<file path="config.mk">
export PLATFORM = sky130hd
export DESIGN_NAME = logs_envelope_dac
export DESIGN_NICKNAME = d
export VERILOG_FILES = /design/src/rtl/logs_envelope_dac.sv
export SDC_FILE = /design/constraint.sdc
export NUM_CORES = 1
export LEC_CHECK = 0
export CORE_AREA = 2 2 70 79
export CTS_BUF_LIST = sky130_fd_sc_hd__clkbuf_4
export CTS_CLUSTER_SIZE = 28
export DETAILED_ROUTE_END_ITERATION = 16
export DIE_AREA = 0 0 72 81
export PLACE_DENSITY = 0.73
export RECOVER_POWER = 50
export SLEW_MARGIN = 20
export SYNTH_ARGS = -nofsm -noshare
export SYNTH_HDL_FRONTEND = slang
export SYNTH_SLANG_ARGS = --single-unit
</file>
<file path="constraint.sdc">
create_clock -name clk -period 3.74 [get_ports clk]
set_input_delay 0.374 -clock clk [delete_from_list [all_inputs] [get_ports clk]]
set_output_delay 0.374 -clock clk [all_outputs]
set_load 0.02 [all_outputs]
</file>
<file path="src/rtl/logs_envelope_dac.sv">
// rtl/logs_envelope_dac.sv - ADSR envelope over oscillator popcount, first-order sigma-delta output
module logs_envelope_dac #(
    parameter int N        = 4,
    parameter int ENV_BITS = 8,
    parameter int TICK_DIV = 4096,
    parameter int SUSTAIN  = 128
) (
    input  logic                clk,
    input  logic                reset,
    input  logic [N-1:0]        audio_in,
    input  logic                gate,
    output logic                audio_out,
    output logic [ENV_BITS-1:0] env_out,
    output logic                active
);

    localparam int K  = $clog2(N + 1);
    localparam int E  = ENV_BITS;
    localparam int W  = K + E;
    localparam int PW = (TICK_DIV > 1) ? $clog2(TICK_DIV) : 1;

    localparam logic [E-1:0]  ENV_MAX  = {E{1'b1}};
    localparam logic [E-1:0]  ENV_SUS  = E'(SUSTAIN);
    localparam logic [PW-1:0] PRE_LAST = PW'(TICK_DIV - 1);
    localparam logic [W-1:0]  FULL     = W'(N) << E;

    typedef enum logic [2:0] {
        S_IDLE,
        S_ATTACK,
        S_DECAY,
        S_SUSTAIN,
        S_RELEASE
    } state_t;

    state_t        state_q, state_d;
    logic [E-1:0]  env_q, env_d;
    logic [PW-1:0] presc_q, presc_d;
    logic [K-1:0]  sum_q, sum_d;
    logic [W-1:0]  acc_q, acc_d;
    logic          audio_q, audio_d;
    logic          tick;
    logic [W-1:0]  sample;
    logic [W:0]    s;

    always_comb begin
        sum_d = '0;
        for (int i = 0; i < N; i++) begin
            sum_d = sum_d + K'(audio_in[i]);
        end
    end

    assign tick    = (presc_q == PRE_LAST);
    assign presc_d = tick ? '0 : presc_q + PW'(1);

    // Gate events take priority: a transition cycle never also steps env.
    always_comb begin
        state_d = state_q;
        env_d   = env_q;
        case (state_q)
            S_IDLE: begin
                env_d = '0;
                if (gate) state_d = S_ATTACK;
            end
            S_ATTACK: begin
                if (!gate)                 state_d = S_RELEASE;
                else if (env_q == ENV_MAX) state_d = S_DECAY;
                else if (tick)             env_d   = env_q + E'(1);
            end
            S_DECAY: begin
                if (!gate)                  state_d = S_RELEASE;
                else if (env_q <= ENV_SUS)  state_d = S_SUSTAIN;
                else if (tick)              env_d   = env_q - E'(1);
            end
            S_SUSTAIN: begin
                if (!gate) state_d = S_RELEASE;
            end
            S_RELEASE: begin
                if (gate)              state_d = S_ATTACK;
                else if (env_q == '0)  state_d = S_IDLE;
                else if (tick)         env_d   = env_q - E'(1);
            end
            default: begin
                state_d = S_IDLE;
                env_d   = '0;
            end
        endcase
    end

    // sample never reaches FULL, so acc stays below FULL and one subtraction suffices.
    assign sample = W'(sum_q) * W'(env_q);
    assign s      = {1'b0, acc_q} + {1'b0, sample};

    always_comb begin
        audio_d = 1'b0;
        acc_d   = s[W-1:0];
        if (s >= {1'b0, FULL}) begin
            audio_d = 1'b1;
            acc_d   = W'(s - {1'b0, FULL});
        end
    end

    always_ff @(posedge clk) begin
        if (reset) begin
            state_q <= S_IDLE;
            env_q   <= '0;
            presc_q <= '0;
            sum_q   <= '0;
            acc_q   <= '0;
            audio_q <= 1'b0;
        end else begin
            state_q <= state_d;
            env_q   <= env_d;
            presc_q <= presc_d;
            sum_q   <= sum_d;
            acc_q   <= acc_d;
            audio_q <= audio_d;
        end
    end

    assign audio_out = audio_q;
    assign env_out   = env_q;
    assign active    = (state_q != S_IDLE);

endmodule

</file>
==> impl_metrics.env, run 1 <==
export IMPL_yosys_top_cells_area="dfxtp_1, fa_1, ha_1"
export IMPL_finalNetCount=381
export IMPL_worst_hold_path_type="reg2reg"
export IMPL_cts_hold_buffers=0
export IMPL_grt_max_degree=18
export IMPL_worst_slack_ns=0.226
export IMPL_synth_top_cell_by_area="dfxtp_1"
export IMPL_run_status="finished, final reports clean"
export IMPL_synth_top_cell_area_share_pct=28.4
export IMPL_first_iter_violations=100
export IMPL_vdd_drop_max_v=0.000257
export IMPL_critical_path_arrival_ns=3.75
export IMPL_worstSetupStartpointType="flip-flop"
export IMPL_min_to="presc_q[0]"
export IMPL_dpl_worst_slack_ns=0.0659
export IMPL_share_of_power_burned_in_the_clock_network_pct=42.2
export IMPL_core_area_um2=5150
export IMPL_global_route_usage_total_pct=20.0
export IMPL_area_growth_syn_to_layout_pct=13.0
export IMPL_total_switching_power_uw=207
export IMPL_avgSynthCellArea_um2=8.57
export IMPL_p_leak_nw=1.35
export IMPL_worstRegToRegCells=11
export IMPL_synth_yosys_seq_area_share_pct=28.4
export IMPL_synth_seq_cells=38
export IMPL_critical_path_max_fanout=8
export IMPL_r2r_startpoint="sum_q[2]"
export IMPL_max_clock_freq_mhz=285
export IMPL_synth_edff_count=0
export IMPL_post_synth_most_frequent_cells="dfxtp_1, inv_1, nor2_1, nand2_1, ha_1"
export IMPL_gpl_final_weighted_congestion=0.786
export IMPL_number_of_global_route_vias_before_repair=2056
export IMPL_placed_cells=387
export IMPL_synthFlopType="dfxtp_1"
export IMPL_slew_headroom_pct=48.6
export IMPL_synthesis_area_um2=2680
export IMPL_die_width_um=72
export IMPL_final_antenna_net_count=0
export IMPL_final_report_setup_violation_count=0
export IMPL_cts_num_sinks=38
export IMPL_layout_cells_non_filler=395
export IMPL_max_cap_viol_count=0
export IMPL_tritoncts="built"
export IMPL_reg2reg_setup_slack_ns=0.23
export IMPL_clk_transition_reported_paths_ns=0.13
export IMPL_port_buffer_count=16
export IMPL_fp_dieH_um=81
export IMPL_clkLatencyLatePin_ns=0.36
export IMPL_powerDensity_nw_per_um2=285
export IMPL_final_min_clock_period_ns=3.51
export IMPL_h_tree_level_count=2
export IMPL_min_from="presc_q[0]"
export IMPL_postRouteWirelength_um=5130
export IMPL_grt_first_pass_wirelength_um=9230
export IMPL_r2r_end="audio_out"
export IMPL_die_area_um2=5830
export IMPL_final_min_period_over_clock_period_pct=94.0
export IMPL_routed_via_density=5.34
export IMPL_synthDistinctLibCells=46
export IMPL_grt_antenna_before_repair=0
export IMPL_fillerInstances=478
export IMPL_min_delay_path_depth=1
export IMPL_required_time_at_the_worst_slack_endpoint_ns=3.98
export IMPL_globalRoute_totalOverflow=0
export IMPL_cellInternalPower_uw=655
export IMPL_share_comb_of_total_power_pct=8.4
export IMPL_synthesis_yosys_warnings=0
export IMPL_timing_final_max_slew_violations=0
export IMPL_antenna_cell_count=0
export IMPL_timing_critical_path_to_type="flip-flop"
export IMPL_part_of_the_total_power_dissipated_in_sequential_elements_pct=49.4
export IMPL_timing_final_hold_violations=0
export IMPL_setup_worst_path_class="reg2reg"
export IMPL_fin_skew_ns=0.0104
export IMPL_rows=28
export IMPL_cts_root_buffer="clkbuf_4"
export IMPL_hpwl_um=3900
export IMPL_cts_made_buffers=5
export IMPL_initial_utilization_pct=52.1
export IMPL_netSwitchingFraction_pct=24.0
export IMPL_remaining_drc_errors=0
export IMPL_syn_instance_count=313
export IMPL_drive_gt1_share_pct=5.67
export IMPL_max_clock_path_buffers=2
export IMPL_drt_pre_antenna_iters=4
export IMPL_wl_per_cell_um=13.0
export IMPL_tightest_slew_ns=0.771
export IMPL_floorplan_io_pins=17
export IMPL_yosysMostFrequentCell="dfxtp_1"
export IMPL_postSynth_asyncResetShare_pct=0
export IMPL_synthesized_net_count=360
export IMPL_route_vias_total=2110
-- worst max-delay path: stages (launching register included) --
cell and delay [ns]:
dfxtp_1 0.47, nand2_1 0.12, fa_1 0.53, inv_1 0.06, fa_1 0.51, fa_1 0.48
a21o_1 0.17, a21oi_1 0.22, a21oi_1 0.14, o41ai_2 0.38, and3_1 0.23, a311oi_1 0.09
-- cell families after synthesis --
| kind of cell | share of synthesized area [%] |
|---|---|
| flip-flops | 28.4 |
| buffers and inverters | 6.39 |
| AND/OR/NAND/NOR | 21.8 |
| AO/OA/AOI/OAI | 12.1 |
| XOR/XNOR | 7.84 |
| adder cells (fa/ha/maj) | 23.4 |
-- power by group through the flow --
stage	registers (mW)	logic [mW]	clock network, mW
5_1_grt	0.428	0.0848	0.387
6_report	0.426	0.0726	0.364
3_3_place_gp	0.434	0.0723	0
3_5_place_dp	0.435	0.0746	0
4_1_cts	0.426	0.0751	0.372
2_1_floorplan	0.434	0.0492	0
-- layout by cell type, fill, tap and decap left out, types with 2 or more instances in the layout --
master           synthesis  final
inv_1                   36     36
xnor2_1                 12     12
o21bai_1                 2      2
or4_1                    2      2
nor4_1                   1      2
dfxtp_1                 38     38
buf_4                    1      5
a211oi_1                 3      4
nor3_1                   4      4
and2_1                  14     14
a21o_1                   2      2
or3_1                    8      8
o21ai_0                  7      7
nand2_1                 28     28
dlygate4sd3_1            0      6
nor2_1                  34     34
fa_1                    17     17
nand3_1                  6      6
clkbuf_4                 0      5
xor2_1                  12     12
and3_1                   4      4
clkdlybuf4s50_1          0     10
a21oi_1                 20     19
nor2b_1                  7      7
bufinv_16                0      2
nand4_1                  4      4
o2111ai_1                2      2
ha_1                    23     23
-- sequential cells by signal (all words and copies together) (netlist names) --
signal     flops
acc_q         11
audio_out      1
env_out        8
presc_q       12
state_q        3
sum_q          3
-- worst max path at each step --
stage | slack, ns | endpoint | from
floorplan | 0.18 | audio_out | env_out[0]
global placement | 0.16 | audio_out | sum_q[2]
detailed placement | 0.07 | audio_out | sum_q[2]
CTS | 0.02 | audio_out | sum_q[2]
global route | -0.03 | audio_out | sum_q[2]
finish | 0.23 | audio_out | sum_q[2]
-- layer usage --
metal / share of wire [%] / wire, µm / vias to the layer above / global-route usage (%)
met5: 0 / 0 / - / 0
met4: 1.2 / 62 / 0 / 5.85
met3: 3.8 / 193 / 5 / 3.97
met2: 49 / 2510 / 33 / 34.1
met1: 46 / 2360 / 990 / 25.8
li1: - / - / 1082 / -
-- cell type report --
type | count | area [µm²] | share of cell area (%)
clock buffer | 5 | 37.5 | 1.24
clock inverter | 3 | 68.8 | 2.27
inverter | 36 | 135 | 4.46
multi-input combinational | 231 | 1750 | 57.8
sequential | 38 | 761 | 25.1
tap | 60 | 75.1 | 2.48
timing repair buffer | 22 | 201 | 6.65
-- stage by stage --
step | power [mW] | instance area (µm²) | util (%) | hold slack, ns | TNS [ns]
after floorplan | 0.484 | 2680 | - | 0.430 | 0
after global placement | 0.507 | 2930 | 56.8 | 0.447 | 0
after detailed placement | 0.510 | 2930 | 56.8 | 0.453 | 0
after CTS | 0.873 | 3030 | 58.9 | 0.485 | 0
after global routing | 0.900 | 3030 | 58.8 | 0.500 | -0.0283
final | 0.863 | 3030 | 58.8 | 0.479 | 0
-- what timing repair did --
| action | 4_1_cts | 5_1_grt |
|---|---|---|
| buffers inserted | 0 | 0 |
| endpoints found under the setup margin | 0 | 3 |
| resized for setup | 0 | 3 |
Note: power is estimated with default switching activity, not from simulation.
==> run 2: changes to the inputs <==
--- a/config.mk
+++ b/config.mk
@@ -12,6 +12,7 @@
 export DIE_AREA = 0 0 72 81
 export PLACE_DENSITY = 0.73
 export RECOVER_POWER = 50
+export REMOVE_ABC_BUFFERS = 1
 export SLEW_MARGIN = 20
 export SYNTH_ARGS = -nofsm -noshare
 export SYNTH_HDL_FRONTEND = slang
==> run 2 against run 1 <==
Compared with the run above: die area did not move; critical path depth did not move; clock power fell by 40%; first-iteration DRC count fell by 61%; fmax rose by 1.3%; final cell count fell by 0.51%; critical path type unchanged; critical endpoint unchanged; largest cell class unchanged; highest routed layer unchanged.
==> impl_metrics.env, run 2 (same netlist as run 1, synthesis figures left out) <==
export IMPL_fp_dieH_um=81
export IMPL_drive_gt1_share_pct=5.11
export IMPL_mostFrequentLayoutCell="dfxtp_1"
export IMPL_remaining_drc_errors=0
export IMPL_initial_utilization_pct=52.1
export IMPL_r2r_end="audio_out"
export IMPL_port_buffer_count=16
export IMPL_sequence_of_cells_on_the_critical_path="nand2_1 > fa_1 > inv_1 > fa_1 > fa_1 > a21o_1 > a21oi_1 > a21oi_1 > o41ai_2 > and3_1 > a311oi_1"
export IMPL_timing_final_max_slew_violations=0
export IMPL_cts_num_sinks=38
export IMPL_area_growth_syn_to_layout_pct=10.6
export IMPL_hpwl_um=3830
export IMPL_worst_slack_ns=0.271
export IMPL_required_time_at_the_worst_slack_endpoint_ns=3.96
export IMPL_clk_transition_reported_paths_ns=0.13
export IMPL_slew_headroom_pct=49.7
export IMPL_worstSetupStartpointType="flip-flop"
export IMPL_powerDensity_nw_per_um2=242
export IMPL_worst_hold_path_type="reg2reg"
export IMPL_worstRegToRegCells=11
export IMPL_grt_max_degree=20
export IMPL_grt_setup_unrepaired="no"
export IMPL_tritoncts="built"
export IMPL_h_tree_level_count=2
export IMPL_r2r_startpoint="sum_q[2]"
export IMPL_fin_skew_ns=0.0146
export IMPL_min_from="presc_q[0]"
export IMPL_critical_path_arrival_ns=3.69
export IMPL_setup_worst_path_class="reg2reg"
export IMPL_timing_critical_path_to_type="flip-flop"
export IMPL_finalNetCount=379
export IMPL_final_min_period_over_clock_period_pct=92.8
export IMPL_final_min_clock_period_ns=3.47
export IMPL_grt_first_pass_wirelength_um=8980
export IMPL_critPathSlowestCell="fa_1"
export IMPL_floorplan_io_pins=17
export IMPL_timing_final_hold_violations=0
export IMPL_tightest_slew_ns=0.751
export IMPL_run_status="finished, final reports clean"
export IMPL_route_vias_total=2112
export IMPL_largest_register_ff_count=12
export IMPL_most_used_cells_in_the_layout_excluding_fill_and_tap_cells="dfxtp_1, inv_1, nor2_1"
export IMPL_postRouteWirelength_um=4970
export IMPL_max_clock_freq_mhz=288
export IMPL_vdd_drop_max_v=0.000133
export IMPL_final_report_setup_violation_count=0
export IMPL_regMostFlops="presc_q"
export IMPL_drt_pre_antenna_iters=4
export IMPL_cts_root_buffer="clkbuf_4"
export IMPL_min_to="presc_q[0]"
export IMPL_first_iter_violations=39
export IMPL_cts_made_buffers=5
export IMPL_min_delay_path_depth=1
export IMPL_routed_via_density=5.37
export IMPL_max_clock_path_buffers=2
export IMPL_cp_common_cell="fa_1"
export IMPL_fillerInstances=459
export IMPL_wl_per_cell_um=12.6
export IMPL_cts_hold_buffers=0
export IMPL_gpl_final_weighted_congestion=0.848
export IMPL_grt_antenna_before_repair=0
export IMPL_critical_path_max_fanout=8
export IMPL_rows=28
export IMPL_dpl_worst_slack_ns=0.109
export IMPL_core_area_um2=5150
export IMPL_post_cts_setup_buffers=0
export IMPL_critical_path_max_stage_delay_ns=0.54
export IMPL_global_route_usage_total_pct=19.5
export IMPL_die_area_um2=5830
export IMPL_globalRoute_totalOverflow=0
export IMPL_final_antenna_net_count=0
export IMPL_clkLatencyLatePin_ns=0.36
export IMPL_die_width_um=72
export IMPL_setup_tns_ns=0
export IMPL_reg2reg_setup_slack_ns=0.27
export IMPL_number_of_global_route_vias_before_repair=2067
export IMPL_p_leak_nw=1.31
export IMPL_antenna_cell_count=0
export IMPL_max_cap_viol_count=0
==> run 2: cell types whose count changed in the layout (fill, tap and decap cells not counted) <==
| cell | delta |
|---|---|
| clkinv_1 | +1 |
| and2_1 | -1 |
| clkinv_4 | -1 |
| a211oi_1 | -1 |
| buf_4 | -2 |
| clkinvlp_4 | +1 |
| and2_0 | +1 |
| clkinv_2 | +1 |
| bufinv_16 | -2 |
| a211oi_2 | +1 |
==> run 2: worst max-delay path by stage <==
stage               startpoint   endpoint  cells after the start
floorplan           env_out[0]  audio_out                     11
global placement      sum_q[2]  audio_out                     11
detailed placement    sum_q[2]  audio_out                     11
CTS                   sum_q[2]  audio_out                     11
global route          sum_q[2]  audio_out                     11
finish                sum_q[2]  audio_out                     11
==> run 2: worst max-delay path: cells and delay by family, from the launching register on <==
family / cells / cell delay, ns
adders and majority gates: 3 / 1.52
AOI/OAI and AO/OA: 5 / 0.94
DFF: 1 / 0.47
and+or+nand+nor: 2 / 0.33
buffers and inverters: 1 / 0.05
==> run 2: per-layer routing <==
layer	vias to the layer above	wire length [µm]	track usage, %
met2	39	2450	33.9
met1	981	2270	23.8
met3	7	189	4.84
met4	0	61	5.66
li1	1085	-	-
met5	-	0	0
==> run 2: area by class of cell <==
type                    count  area (µm²)  area share, %
multi-input cells         231        1760           59.2
flip-flops and latches     38         761           25.6
repair buffers             20         186           6.28
inverters                  36         135           4.56
well taps                  60        75.1           2.53
clock buffers               5        37.5           1.27
clock inverters             3        16.3          0.548
==> run 2: what timing repair did <==
item / 4_1_cts / 5_1_grt
gates resized for setup: 0 / 3
hold endpoints to repair: 0 / 0
setup endpoints to repair: 0 / 3
==> run 2: metrics by stage <==
| step | utilization, % | instances | hold slack, ns | power (mW) | area, µm² |
|---|---|---|---|---|---|
| floorplan | - | 305 | 0.430 | 0.478 | 2650 |
| global placement | 56.5 | 385 | 0.446 | 0.506 | 2910 |
| detailed placement | 56.5 | 385 | 0.455 | 0.510 | 2910 |
| CTS | 57.6 | 393 | 0.486 | 0.726 | 2960 |
| global route | 57.6 | 393 | 0.506 | 0.755 | 2970 |
| finish | 57.6 | 393 | 0.484 | 0.717 | 2970 |
==> run 2: where the power goes <==
group | leakage, nW | switching, mW | total, mW | internal (mW)
Clock | 0.0286 | 0.148 | 0.218 | 0.0700
Sequential | 0.308 | 0.0119 | 0.426 | 0.414
Combinational | 0.973 | 0.0410 | 0.0722 | 0.0312
==> run 3: changes to the inputs <==
--- a/config.mk
+++ b/config.mk
@@ -7,12 +7,13 @@
 export LEC_CHECK = 0
 export CORE_AREA = 2 2 70 79
 export CTS_BUF_LIST = sky130_fd_sc_hd__clkbuf_4
-export CTS_CLUSTER_SIZE = 28
 export DETAILED_ROUTE_END_ITERATION = 16
 export DIE_AREA = 0 0 72 81
+export GPL_TIMING_DRIVEN = 1
 export PLACE_DENSITY = 0.73
 export RECOVER_POWER = 50
 export REMOVE_ABC_BUFFERS = 1
+export SETUP_SLACK_MARGIN = 0.05
 export SLEW_MARGIN = 20
 export SYNTH_ARGS = -nofsm -noshare
 export SYNTH_HDL_FRONTEND = slang
==> run 3 against run 2 <==
Compared with the run above: register-to-register slack hardly changed; total power barely moved; final cell count up 0.25%.
==> impl_metrics.env, run 3 (same netlist as run 1, synthesis figures left out) <==
export IMPL_run_status="finished, final reports clean"
export IMPL_powerDensity_nw_per_um2=240
export IMPL_routed_via_density=5.36
export IMPL_gpl_final_weighted_congestion=0.848
export IMPL_finalNetCount=380
export IMPL_grt_first_pass_wirelength_um=8980
export IMPL_final_antenna_net_count=0
export IMPL_global_route_usage_total_pct=19.5
export IMPL_rows=28
export IMPL_setup_worst_path_class="reg2reg"
export IMPL_postRouteWirelength_um=4980
export IMPL_min_delay_path_depth=1
export IMPL_h_tree_level_count=2
export IMPL_worst_hold_check_slack_ns=0.481
export IMPL_first_iter_violations=39
export IMPL_max_clock_freq_mhz=288
export IMPL_p_leak_nw=1.31
export IMPL_min_from="presc_q[0]"
export IMPL_tightest_slew_ns=0.745
export IMPL_die_area_um2=5830
export IMPL_initial_utilization_pct=52.1
export IMPL_crit_start="env_out[1]"
export IMPL_timing_final_max_slew_violations=0
export IMPL_grt_antenna_before_repair=0
export IMPL_cts_root_buffer="clkbuf_4"
export IMPL_most_used_cells_in_the_layout_excluding_fill_and_tap_cells="inv_1, dfxtp_1, nor2_1"
export IMPL_port_buffer_count=16
export IMPL_r2r_startpoint="env_out[1]"
export IMPL_grt_max_degree=20
export IMPL_hpwl_um=3830
export IMPL_final_min_clock_period_ns=3.48
export IMPL_fp_dieH_um=81
export IMPL_mostFrequentLayoutCell="inv_1"
export IMPL_regMostFlops="presc_q"
export IMPL_route_vias_total=2112
export IMPL_worstSetupStartpointType="flip-flop"
export IMPL_final_min_period_over_clock_period_pct=93.0
export IMPL_max_clock_path_buffers=2
export IMPL_setup_tns_ns=0
export IMPL_worstRegToRegCells=13
export IMPL_worst_hold_path_type="reg2reg"
export IMPL_cts_made_buffers=5
export IMPL_max_cap_viol_count=0
export IMPL_floorplan_io_pins=17
export IMPL_remaining_drc_errors=0
export IMPL_critical_path_arrival_ns=3.71
export IMPL_area_growth_syn_to_layout_pct=11.2
export IMPL_slew_headroom_pct=50.2
export IMPL_fillerInstances=458
export IMPL_grt_setup_unrepaired="no"
export IMPL_globalRoute_totalOverflow=0
export IMPL_number_of_global_route_vias_before_repair=2067
export IMPL_timing_critical_path_to_type="flip-flop"
export IMPL_critical_path_max_fanout=8
export IMPL_final_report_setup_violation_count=0
export IMPL_clkLatencyLatePin_ns=0.35
export IMPL_wl_per_cell_um=12.6
export IMPL_die_width_um=72
export IMPL_largest_register_ff_count=12
export IMPL_core_area_um2=5150
export IMPL_timing_final_hold_violations=0
export IMPL_antenna_cell_count=0
export IMPL_drive_gt1_share_pct=6.29
export IMPL_drt_pre_antenna_iters=4
export IMPL_fin_skew_ns=0.0120
export IMPL_vdd_drop_max_v=0.000131
export IMPL_clk_transition_reported_paths_ns=0.12
export IMPL_reg2reg_setup_slack_ns=0.26
export IMPL_cts_num_sinks=38
export IMPL_required_time_at_the_worst_slack_endpoint_ns=3.97
export IMPL_tritoncts="built"
## run 3: changes by cell type in the layout (fill, tap and decap cells not counted)
cell and change:
dfxtp_1 -3, dfxtp_2 +3, clkbuf_1 +1, and2_1 +1
nor4_1 -1, and2_0 -1, nor4_2 +1
## run 3: cell type report
type / count / area [µm²] / area share (%)
Sequential cell: 38 / 764 / 25.7
Inverter: 36 / 135 / 4.53
Clock buffer: 5 / 37.5 / 1.26
Timing Repair Buffer: 21 / 190 / 6.38
Tap cell: 60 / 75.1 / 2.52
Multi-Input combinational cell: 231 / 1760 / 59.1
Clock inverter: 3 / 16.3 / 0.546
## run 3: per-layer routing
layer | track usage, % | wire length, µm
met1 | 23.8 | 2290
met2 | 33.9 | 2450
met3 | 4.84 | 177
met4 | 5.66 | 61
met5 | 0 | 0
## run 3: final timing paths
check | end
max | acc_q[9]
min | presc_q[0]
max reg2reg | acc_q[9]
min reg2reg | presc_q[0]
## run 3: per-stage QoR
stage / std cells / utilization, % / power [mW] / worst slack (ns) / instance area, µm²
after floorplan: 305 / - / 0.478 / 0.185 / 2650
after global placement: 385 / 56.5 / 0.506 / 0.195 / 2910
after detailed placement: 385 / 56.5 / 0.510 / 0.109 / 2910
after CTS: 393 / 57.6 / 0.726 / 0.0872 / 2960
after global routing: 394 / 57.9 / 0.756 / 0.0888 / 2980
final: 394 / 57.9 / 0.717 / 0.262 / 2980
## run 3: critical path, cell delays in order, from the launching register on
cell and delay, ns:
dfxtp_1 0.36, clkbuf_1 0.36, and2_1 0.20, ha_1 0.24, ha_1 0.28, ha_1 0.23
fa_1 0.41, a21o_1 0.17, a21oi_1 0.21, a21oi_1 0.13, o41ai_2 0.39, buf_4 0.18
xor2_1 0.14, nor2_1 0.05
## run 3: power breakdown
part	leakage, nW	total [mW]	switching [mW]	internal [mW]
Clock	0.0286	0.217	0.147	0.0700
Sequential	0.309	0.427	0.0119	0.415
Combinational	0.976	0.0724	0.0409	0.0315
Total	1.31	0.717	0.200	0.516
## run 3: repair_timing
item	CTS	global route
setup endpoints to repair	0	3
setup buffers	0	1
gates resized for setup	0	6
hold buffers	0	0
